## config.mk

```make
export PLATFORM = sky130hd
export DESIGN_NAME = if_fetch_flat
export DESIGN_NICKNAME = d
export VERILOG_FILES = /design/src/rtl/if_pkg.sv /design/src/rtl/if_fetch_if.sv /design/src/rtl/if_btb.sv /design/src/rtl/if_fetch.sv /design/src/flat_wrapper.sv
export SDC_FILE = /design/constraint.sdc
export NUM_CORES = 1
export LEC_CHECK = 0
export CAP_MARGIN = 20
export CORE_ASPECT_RATIO = 0.7
export CORE_UTILIZATION = 36
export CTS_CLUSTER_SIZE = 14
export DETAILED_ROUTE_END_ITERATION = 8
export PLACE_DENSITY_LB_ADDON = 0.15
export SLEW_MARGIN = 20
export SYNTH_ARGS = -nofsm -noshare
export SYNTH_HDL_FRONTEND = slang
export SYNTH_SLANG_ARGS = --single-unit
export TNS_END_PERCENT = 20
```

## constraint.sdc

```tcl
create_clock -name clk -period 5.9 [get_ports clk]
set_input_delay 1.475 -clock clk [delete_from_list [all_inputs] [get_ports clk]]
set_output_delay 1.475 -clock clk [all_outputs]
set_load 0.03 [all_outputs]
```

## src/rtl/if_pkg.sv

```systemverilog
// +----------------------------------------------------------------------------+
// | if_pkg: counter states, BTB entry layout and default reset PC for fetch.   |
// | Revision: 1.0                                                              |
// +----------------------------------------------------------------------------+
`default_nettype none

package if_pkg;

  localparam logic [1:0] SNT = 2'b00;
  localparam logic [1:0] WNT = 2'b01;
  localparam logic [1:0] WT  = 2'b10;
  localparam logic [1:0] ST  = 2'b11;

  localparam logic [31:0] DEFAULT_RESET_PC = 32'h0000_0000;

  // Sized for the smallest BTB (4 entries); deeper tables zero-extend their tag.
  localparam int TAG_MAX_W = 28;

  typedef struct packed {
    logic                 valid;
    logic [TAG_MAX_W-1:0] tag;
    logic [31:0]          target;
    logic [1:0]           ctr;
  } btb_entry_t;

endpackage

`default_nettype wire

```

## src/rtl/if_fetch_if.sv

```systemverilog
// +----------------------------------------------------------------------------+
// | if_fetch_if: pipeline-side control, BTB update and fetch outputs.          |
// | Revision: 1.0                                                              |
// +----------------------------------------------------------------------------+
`default_nettype none

interface if_fetch_if;
  logic        LU_hazard;
  logic        Pcsrc;
  logic [31:0] Redirect_pc;
  logic        Jump;
  logic [31:0] Jump_pc;
  logic        Upd_valid;
  logic [31:0] Upd_pc;
  logic [31:0] Upd_target;
  logic        Upd_taken;
  logic [31:0] Imem_addr;
  logic [31:0] Pc_out;
  logic        Predict_Taken_IF;

  modport master (
    output LU_hazard, Pcsrc, Redirect_pc, Jump, Jump_pc,
    output Upd_valid, Upd_pc, Upd_target, Upd_taken,
    input  Imem_addr, Pc_out, Predict_Taken_IF
  );

  modport slave (
    input  LU_hazard, Pcsrc, Redirect_pc, Jump, Jump_pc,
    input  Upd_valid, Upd_pc, Upd_target, Upd_taken,
    output Imem_addr, Pc_out, Predict_Taken_IF
  );
endinterface

`default_nettype wire

```

## src/rtl/if_btb.sv

```systemverilog
// +----------------------------------------------------------------------------+
// | if_btb: direct-mapped BTB, combinational lookup, registered update port.   |
// | Revision: 1.0                                                              |
// +----------------------------------------------------------------------------+
`default_nettype none

module if_btb
  import if_pkg::*;
#(
  parameter int BTB_ENTRIES = 16
) (
  input  wire logic        clk,
  input  wire logic        rst,
  input  wire logic [31:0] lookup_pc,
  output logic             lookup_taken,
  output logic [31:0]      lookup_target,
  input  wire logic        upd_valid,
  input  wire logic [31:0] upd_pc,
  input  wire logic [31:0] upd_target,
  input  wire logic        upd_taken
);

  localparam int IDX = $clog2(BTB_ENTRIES);

  btb_entry_t r_btb [BTB_ENTRIES];

  logic [IDX-1:0]       w_lk_idx;
  logic [TAG_MAX_W-1:0] w_lk_tag;
  btb_entry_t           w_lk_ent;
  logic [IDX-1:0]       w_up_idx;
  logic [TAG_MAX_W-1:0] w_up_tag;
  btb_entry_t           w_up_ent;
  logic                 w_up_hit;
  logic [1:0]           w_up_ctr;
  logic                 w_unused;

  assign w_lk_idx = lookup_pc[IDX+1:2];
  assign w_lk_tag = TAG_MAX_W'(lookup_pc[31:IDX+2]);
  assign w_lk_ent = r_btb[w_lk_idx];

  // Lookup sees the array before any same-cycle update lands.
  assign lookup_taken  = w_lk_ent.valid && (w_lk_ent.tag == w_lk_tag) && w_lk_ent.ctr[1];
  assign lookup_target = w_lk_ent.target;

  assign w_up_idx = upd_pc[IDX+1:2];
  assign w_up_tag = TAG_MAX_W'(upd_pc[31:IDX+2]);
  assign w_up_ent = r_btb[w_up_idx];
  assign w_up_hit = w_up_ent.valid && (w_up_ent.tag == w_up_tag);
  assign w_unused = ^{lookup_pc[1:0], upd_pc[1:0]};

  always_comb begin
    w_up_ctr = w_up_ent.ctr;
    if (upd_taken) begin
      if (w_up_ent.ctr != ST) w_up_ctr = w_up_ent.ctr + 2'd1;
    end else begin
      if (w_up_ent.ctr != SNT) w_up_ctr = w_up_ent.ctr - 2'd1;
    end
  end

  always_ff @(posedge clk or posedge rst) begin
    if (rst) begin
      for (int i = 0; i < BTB_ENTRIES; i++) begin
        r_btb[i] <= '{valid: 1'b0, tag: '0, target: '0, ctr: WNT};
      end
    end else if (upd_valid) begin
      if (w_up_hit) begin
        r_btb[w_up_idx].ctr <= w_up_ctr;
        if (upd_taken) r_btb[w_up_idx].target <= upd_target;
      end else if (upd_taken) begin
        r_btb[w_up_idx] <= '{valid: 1'b1, tag: w_up_tag, target: upd_target, ctr: WT};
      end
    end
  end

endmodule

`default_nettype wire

```

## src/rtl/if_fetch.sv

```systemverilog
// +----------------------------------------------------------------------------+
// | if_fetch: PC register and next-PC priority mux; BTB present with IF_BTB_EN |
// | Revision: 1.0                                                              |
// +----------------------------------------------------------------------------+
`default_nettype none

module if_fetch
  import if_pkg::*;
#(
  parameter logic [31:0] RESET_PC    = DEFAULT_RESET_PC,
  parameter int          BTB_ENTRIES = 16
) (
  input  wire logic clk,
  input  wire logic rst,
  if_fetch_if.slave bus
);

  logic [31:0] r_pc;
  logic [31:0] w_pc_plus4;
  logic [31:0] w_next_pc;
  logic        w_btb_pred;
  logic [31:0] w_btb_target;

  assign w_pc_plus4 = r_pc + 32'd4;

`ifdef IF_BTB_EN
  if_btb #(
    .BTB_ENTRIES (BTB_ENTRIES)
  ) u_btb (
    .clk           (clk),
    .rst           (rst),
    .lookup_pc     (r_pc),
    .lookup_taken  (w_btb_pred),
    .lookup_target (w_btb_target),
    .upd_valid     (bus.Upd_valid),
    .upd_pc        (bus.Upd_pc),
    .upd_target    (bus.Upd_target),
    .upd_taken     (bus.Upd_taken)
  );
`else
  logic        w_upd_unused;
  logic [31:0] w_btb_cfg_unused;

  assign w_btb_pred       = 1'b0;
  assign w_btb_target     = 32'h0;
  assign w_upd_unused     = ^{bus.Upd_valid, bus.Upd_pc, bus.Upd_target, bus.Upd_taken};
  assign w_btb_cfg_unused = BTB_ENTRIES;
`endif

  // Resolved redirects outrank the load-use stall so a flush is never lost.
  always_comb begin
    w_next_pc = w_pc_plus4;
    if (bus.Pcsrc)          w_next_pc = bus.Redirect_pc;
    else if (bus.Jump)      w_next_pc = bus.Jump_pc;
    else if (bus.LU_hazard) w_next_pc = r_pc;
    else if (w_btb_pred)    w_next_pc = w_btb_target;
    w_next_pc[1:0] = 2'b00;
  end

  always_ff @(posedge clk or posedge rst) begin
    if (rst) r_pc <= RESET_PC;
    else     r_pc <= w_next_pc;
  end

  assign bus.Imem_addr        = r_pc;
  assign bus.Pc_out           = w_pc_plus4;
  assign bus.Predict_Taken_IF = w_btb_pred;

endmodule

`default_nettype wire

```

## src/flat_wrapper.sv

```systemverilog
// flat-port wrapper written by rule: the top's interface ports become plain ports
module if_fetch_flat import if_pkg::*;
#(
  parameter logic [31:0] RESET_PC    = DEFAULT_RESET_PC,
  parameter int          BTB_ENTRIES = 16
)
  (clk, rst, bus_LU_hazard, bus_Pcsrc, bus_Redirect_pc, bus_Jump, bus_Jump_pc, bus_Upd_valid, bus_Upd_pc, bus_Upd_target, bus_Upd_taken, bus_Imem_addr, bus_Pc_out, bus_Predict_Taken_IF);
  if_fetch_if bus_i ();
  input  wire logic clk;
  input  wire logic rst;
  input wire logic [$bits(bus_i.LU_hazard)-1:0] bus_LU_hazard;
  input wire logic [$bits(bus_i.Pcsrc)-1:0] bus_Pcsrc;
  input wire logic [$bits(bus_i.Redirect_pc)-1:0] bus_Redirect_pc;
  input wire logic [$bits(bus_i.Jump)-1:0] bus_Jump;
  input wire logic [$bits(bus_i.Jump_pc)-1:0] bus_Jump_pc;
  input wire logic [$bits(bus_i.Upd_valid)-1:0] bus_Upd_valid;
  input wire logic [$bits(bus_i.Upd_pc)-1:0] bus_Upd_pc;
  input wire logic [$bits(bus_i.Upd_target)-1:0] bus_Upd_target;
  input wire logic [$bits(bus_i.Upd_taken)-1:0] bus_Upd_taken;
  output wire logic [$bits(bus_i.Imem_addr)-1:0] bus_Imem_addr;
  output wire logic [$bits(bus_i.Pc_out)-1:0] bus_Pc_out;
  output wire logic [$bits(bus_i.Predict_Taken_IF)-1:0] bus_Predict_Taken_IF;
  assign bus_i.LU_hazard = bus_LU_hazard;
  assign bus_i.Pcsrc = bus_Pcsrc;
  assign bus_i.Redirect_pc = bus_Redirect_pc;
  assign bus_i.Jump = bus_Jump;
  assign bus_i.Jump_pc = bus_Jump_pc;
  assign bus_i.Upd_valid = bus_Upd_valid;
  assign bus_i.Upd_pc = bus_Upd_pc;
  assign bus_i.Upd_target = bus_Upd_target;
  assign bus_i.Upd_taken = bus_Upd_taken;
  assign bus_Imem_addr = bus_i.Imem_addr;
  assign bus_Pc_out = bus_i.Pc_out;
  assign bus_Predict_Taken_IF = bus_i.Predict_Taken_IF;
  if_fetch #(.RESET_PC(RESET_PC), .BTB_ENTRIES(BTB_ENTRIES)) u_core (.clk(clk), .rst(rst), .bus(bus_i));
endmodule
```

==> flow_metrics.py <==
metrics = {
    "outcome": {
        "status": "completed",
    },
    "final_layout": {
        "final_cell_mix": "123 x clkdlybuf4s50_1, 34 x nor2_1, 30 x dfrtp_1",
        "final_common_cell": "clkdlybuf4s50_1",
        "layout-drive-gt1-share_pct": 3.95,
        "fillers": 651,
        "num-nets-final": 566,
        "antenna_cells": 0,
        "largest_reg_flops": 30,
        "synthToLayoutAreaGrowth_pct": 53.3,
        "instances_no_fill": 524,
    },
    "critical_path": {
        "cp.arrival_ps": 3320,
        "cp.required_ps": 4430,
        "worst_setup_path_end_kind": "output pin",
        "critPathKind": "register to output pin",
        "r2r_slack_ps": 3270,
        "path_max_fanout": 10,
        "rr_startpoint": "u_core.bus.Imem_addr[2]$_DFFE_PP0P_",
        "setup.worst_path.start": "u_core.bus.Imem_addr[2]$_DFFE_PP0P_",
        "reg2reg_depth": 6,
        "reg2reg_to": "u_core.bus.Imem_addr[24]$_DFFE_PP0P_",
        "critPathCapture": "bus_Pc_out[22]",
        "start_kind": "register",
    },
    "sta": {
        "tightest_slew_ps": 781,
        "setup_viol": 0,
        "hold_viol": 0,
        "whs_ps": 619,
        "setup_ws_ps": 1100,
        "tns_ps": 0,
        "finalMaxSlewViolations": 0,
        "fin_crit_ps": 4800,
        "finalCritPeriodShare_pct": 81.3,
        "fmax_mhz": 208,
        "max_slew_margin_pct": 47.8,
        "clock_skew_ps": 5.85,
        "rsz0062_at_grt": "no",
    },
    "power_and_ir_drop": {
        "p_clk_share_pct": 20.3,
        "switchingPower_mw": 0.313,
        "power_frac_comb_pct": 45.1,
        "seqPwrFrac_pct": 34.7,
        "total_power_mw": 0.785,
        "p_int_mw": 0.472,
        "power.leakage_nw": 1.48,
        "peakVddDrop_mv": 0.0862,
        "swShare_pct": 39.9,
        "power.density_mw_per_mm2": 205,
    },
    "drt": {
        "drc_errors": 0,
        "final_antenna_net_count": 0,
        "dr_total_vias": 2786,
        "avgRoutedWirePerCell_um": 16.3,
        "first_iter_violations": 285,
        "via_per_inst": 5.32,
        "routed_wl_um": 8520,
        "dr.pass1.iters": 5,
    },
    "cts": {
        "cts.sinks": 30,
        "clkTransAtPathRegs_ps": 70,
        "clockBufferDepth": 2,
        "cts_setup_buffers": 0,
        "cts_resized": 0,
        "clockRootBuffer": "clkbuf_8",
        "clkLatencyLatePin_ps": 280,
        "htreeDepth": 2,
        "cts_tree": "built",
        "cts_hold_buf": 0,
        "cts_made_buffers": 5,
    },
    "floorplan": {
        "rows": 25,
        "start_util_pct": 37.2,
        "die_x_um": 102,
        "die_y_um": 71.8,
        "die_area_mm2": 0.00729,
        "core-area_mm2": 0.00673,
        "io_pins": 200,
    },
    "grt": {
        "grt_first_pass_wirelength_um": 13000,
        "overflow": 0,
        "grtUsageTotal_pct": 23.4,
        "grt_pass1_vias": 2490,
        "antenna_found_initial": 0,
        "grt_start_max_net_pins": 36,
    },
    "logic_synthesis": {
        "synth_ff_type": "dfrtp_1",
        "ys_async_sr_fraction_pct": 100,
        "synth_edf_count": 0,
        "avgSynthCellArea_um2": 7.77,
        "syn_area_mm2": 0.00250,
        "synth_seq_area_share_pct": 30.0,
        "yosysWarnings": 0,
        "ys_seq_elements": 30,
        "synth_cells": 322,
        "yosys.cell_types.count": 52,
    },
    "placement": {
        "io_buffers": 124,
        "gp_congestion": 0.788,
        "dp_worst_setup_slack_ps": 1410,
        "hpwl_um": 6340,
        "placedCellCount": 517,
    },
    "run": {
        "drv_cap": 0,
    },
    "min_path": {
        "hp-class": "register to register",
    },
}
==> how the worst min path moves through the flow <==
stage,from,slack [ps],depth (start not counted),end
6_report,u_core.bus.Imem_addr[13]$_DFFE_PP0P_,620,2,u_core.bus.Imem_addr[13]$_DFFE_PP0P_
5_1_grt,u_core.bus.Imem_addr[3]$_DFFE_PP0P_,640,2,u_core.bus.Imem_addr[3]$_DFFE_PP0P_
4_1_cts,u_core.bus.Imem_addr[3]$_DFFE_PP0P_,620,2,u_core.bus.Imem_addr[3]$_DFFE_PP0P_
3_5_place_dp,u_core.bus.Imem_addr[3]$_DFFE_PP0P_,600,2,u_core.bus.Imem_addr[3]$_DFFE_PP0P_
3_3_place_gp,u_core.bus.Imem_addr[13]$_DFFE_PP0P_,600,2,u_core.bus.Imem_addr[13]$_DFFE_PP0P_
2_1_floorplan,u_core.bus.Imem_addr[3]$_DFFE_PP0P_,710,2,u_core.bus.Imem_addr[3]$_DFFE_PP0P_
==> through the flow <==
stage | util, % | cell area (um^2)
CTS | 57.1 | 3840
global route | 57.1 | 3840
global placement | 56.0 | 3770
detailed placement | 56.0 | 3770
floorplan | - | 2520
finish | 57.1 | 3840
==> routing by layer <==
metal / up-vias / wire length [um] / global-route usage [%] / part of all wire (%)
met5: - / 0 / 0 / 0
met4: 0 / 57 / 5.64 / 0.67
met3: 7 / 753 / 5.76 / 8.8
met2: 127 / 3720 / 35.7 / 44
met1: 1301 / 3990 / 33.2 / 47
li1: 1351 / - / - / -
==> cell families after synthesis <==
group	Yosys count	share of synthesized area (%)
buffers and inverters	42	7.25
muxes	6	2.40
AOI/OAI and AO/OA	77	20.7
and+or+nand+nor	127	25.8
other	1	0.150
DFF	30	30.0
adders and majority gates	1	0.500
xor gates and xnor gates	38	13.3
==> worst max-delay path, stage by stage, from the launching register on <==
cell	delay (ps)
dfrtp_1	490
ha_1	300
nand3_1	150
or4_1	720
or3_1	500
xnor2_1	180
clkdlybuf4s50_1	690
==> Yosys cell counts (3+ instances only) <==
library cell	n	area, um^2
buf_1	6	22.5
nor2_1	34	128
buf_2	4	20.0
buf_4	5	37.5
nor3_1	8	40.0
nor4_1	5	31.3
nand3_1	16	80.1
a22o_1	3	26.3
a21o_1	4	30.0
a221o_1	3	30.0
dfrtp_1	30	751
and4_1	3	26.3
nand4_1	9	56.3
o22ai_1	4	25.0
nand2b_1	6	37.5
a221oi_1	3	26.3
a22oi_1	8	60.1
o21a_1	3	22.5
nand2_1	29	109
mux2i_1	6	60.1
a21oi_1	22	110
o221ai_1	3	26.3
xor2_1	15	131
inv_1	11	41.3
o21ai_0	13	65.1
clkbuf_1	16	60.1
xnor2_1	23	201
==> power by group through the flow <==
stage                     registers, mW  clock network (mW)  logic (mW)
after floorplan                   0.302                   0       0.165
after global placement            0.273                   0       0.351
after detailed placement          0.274                   0       0.354
after CTS                         0.271               0.162       0.356
after global routing              0.277               0.170       0.375
final                             0.272               0.159       0.354
==> layout make-up <==
cell class / instances / area (um^2) / share of cell area [%]
tap: 94 / 118 / 3.06
sequential: 30 / 751 / 19.6
inverter: 11 / 41.3 / 1.08
timing repair buffer: 128 / 1270 / 33.0
clock buffer: 7 / 76.3 / 1.99
multi-input combinational: 254 / 1590 / 41.3
Power figures use the tool's default switching activity.
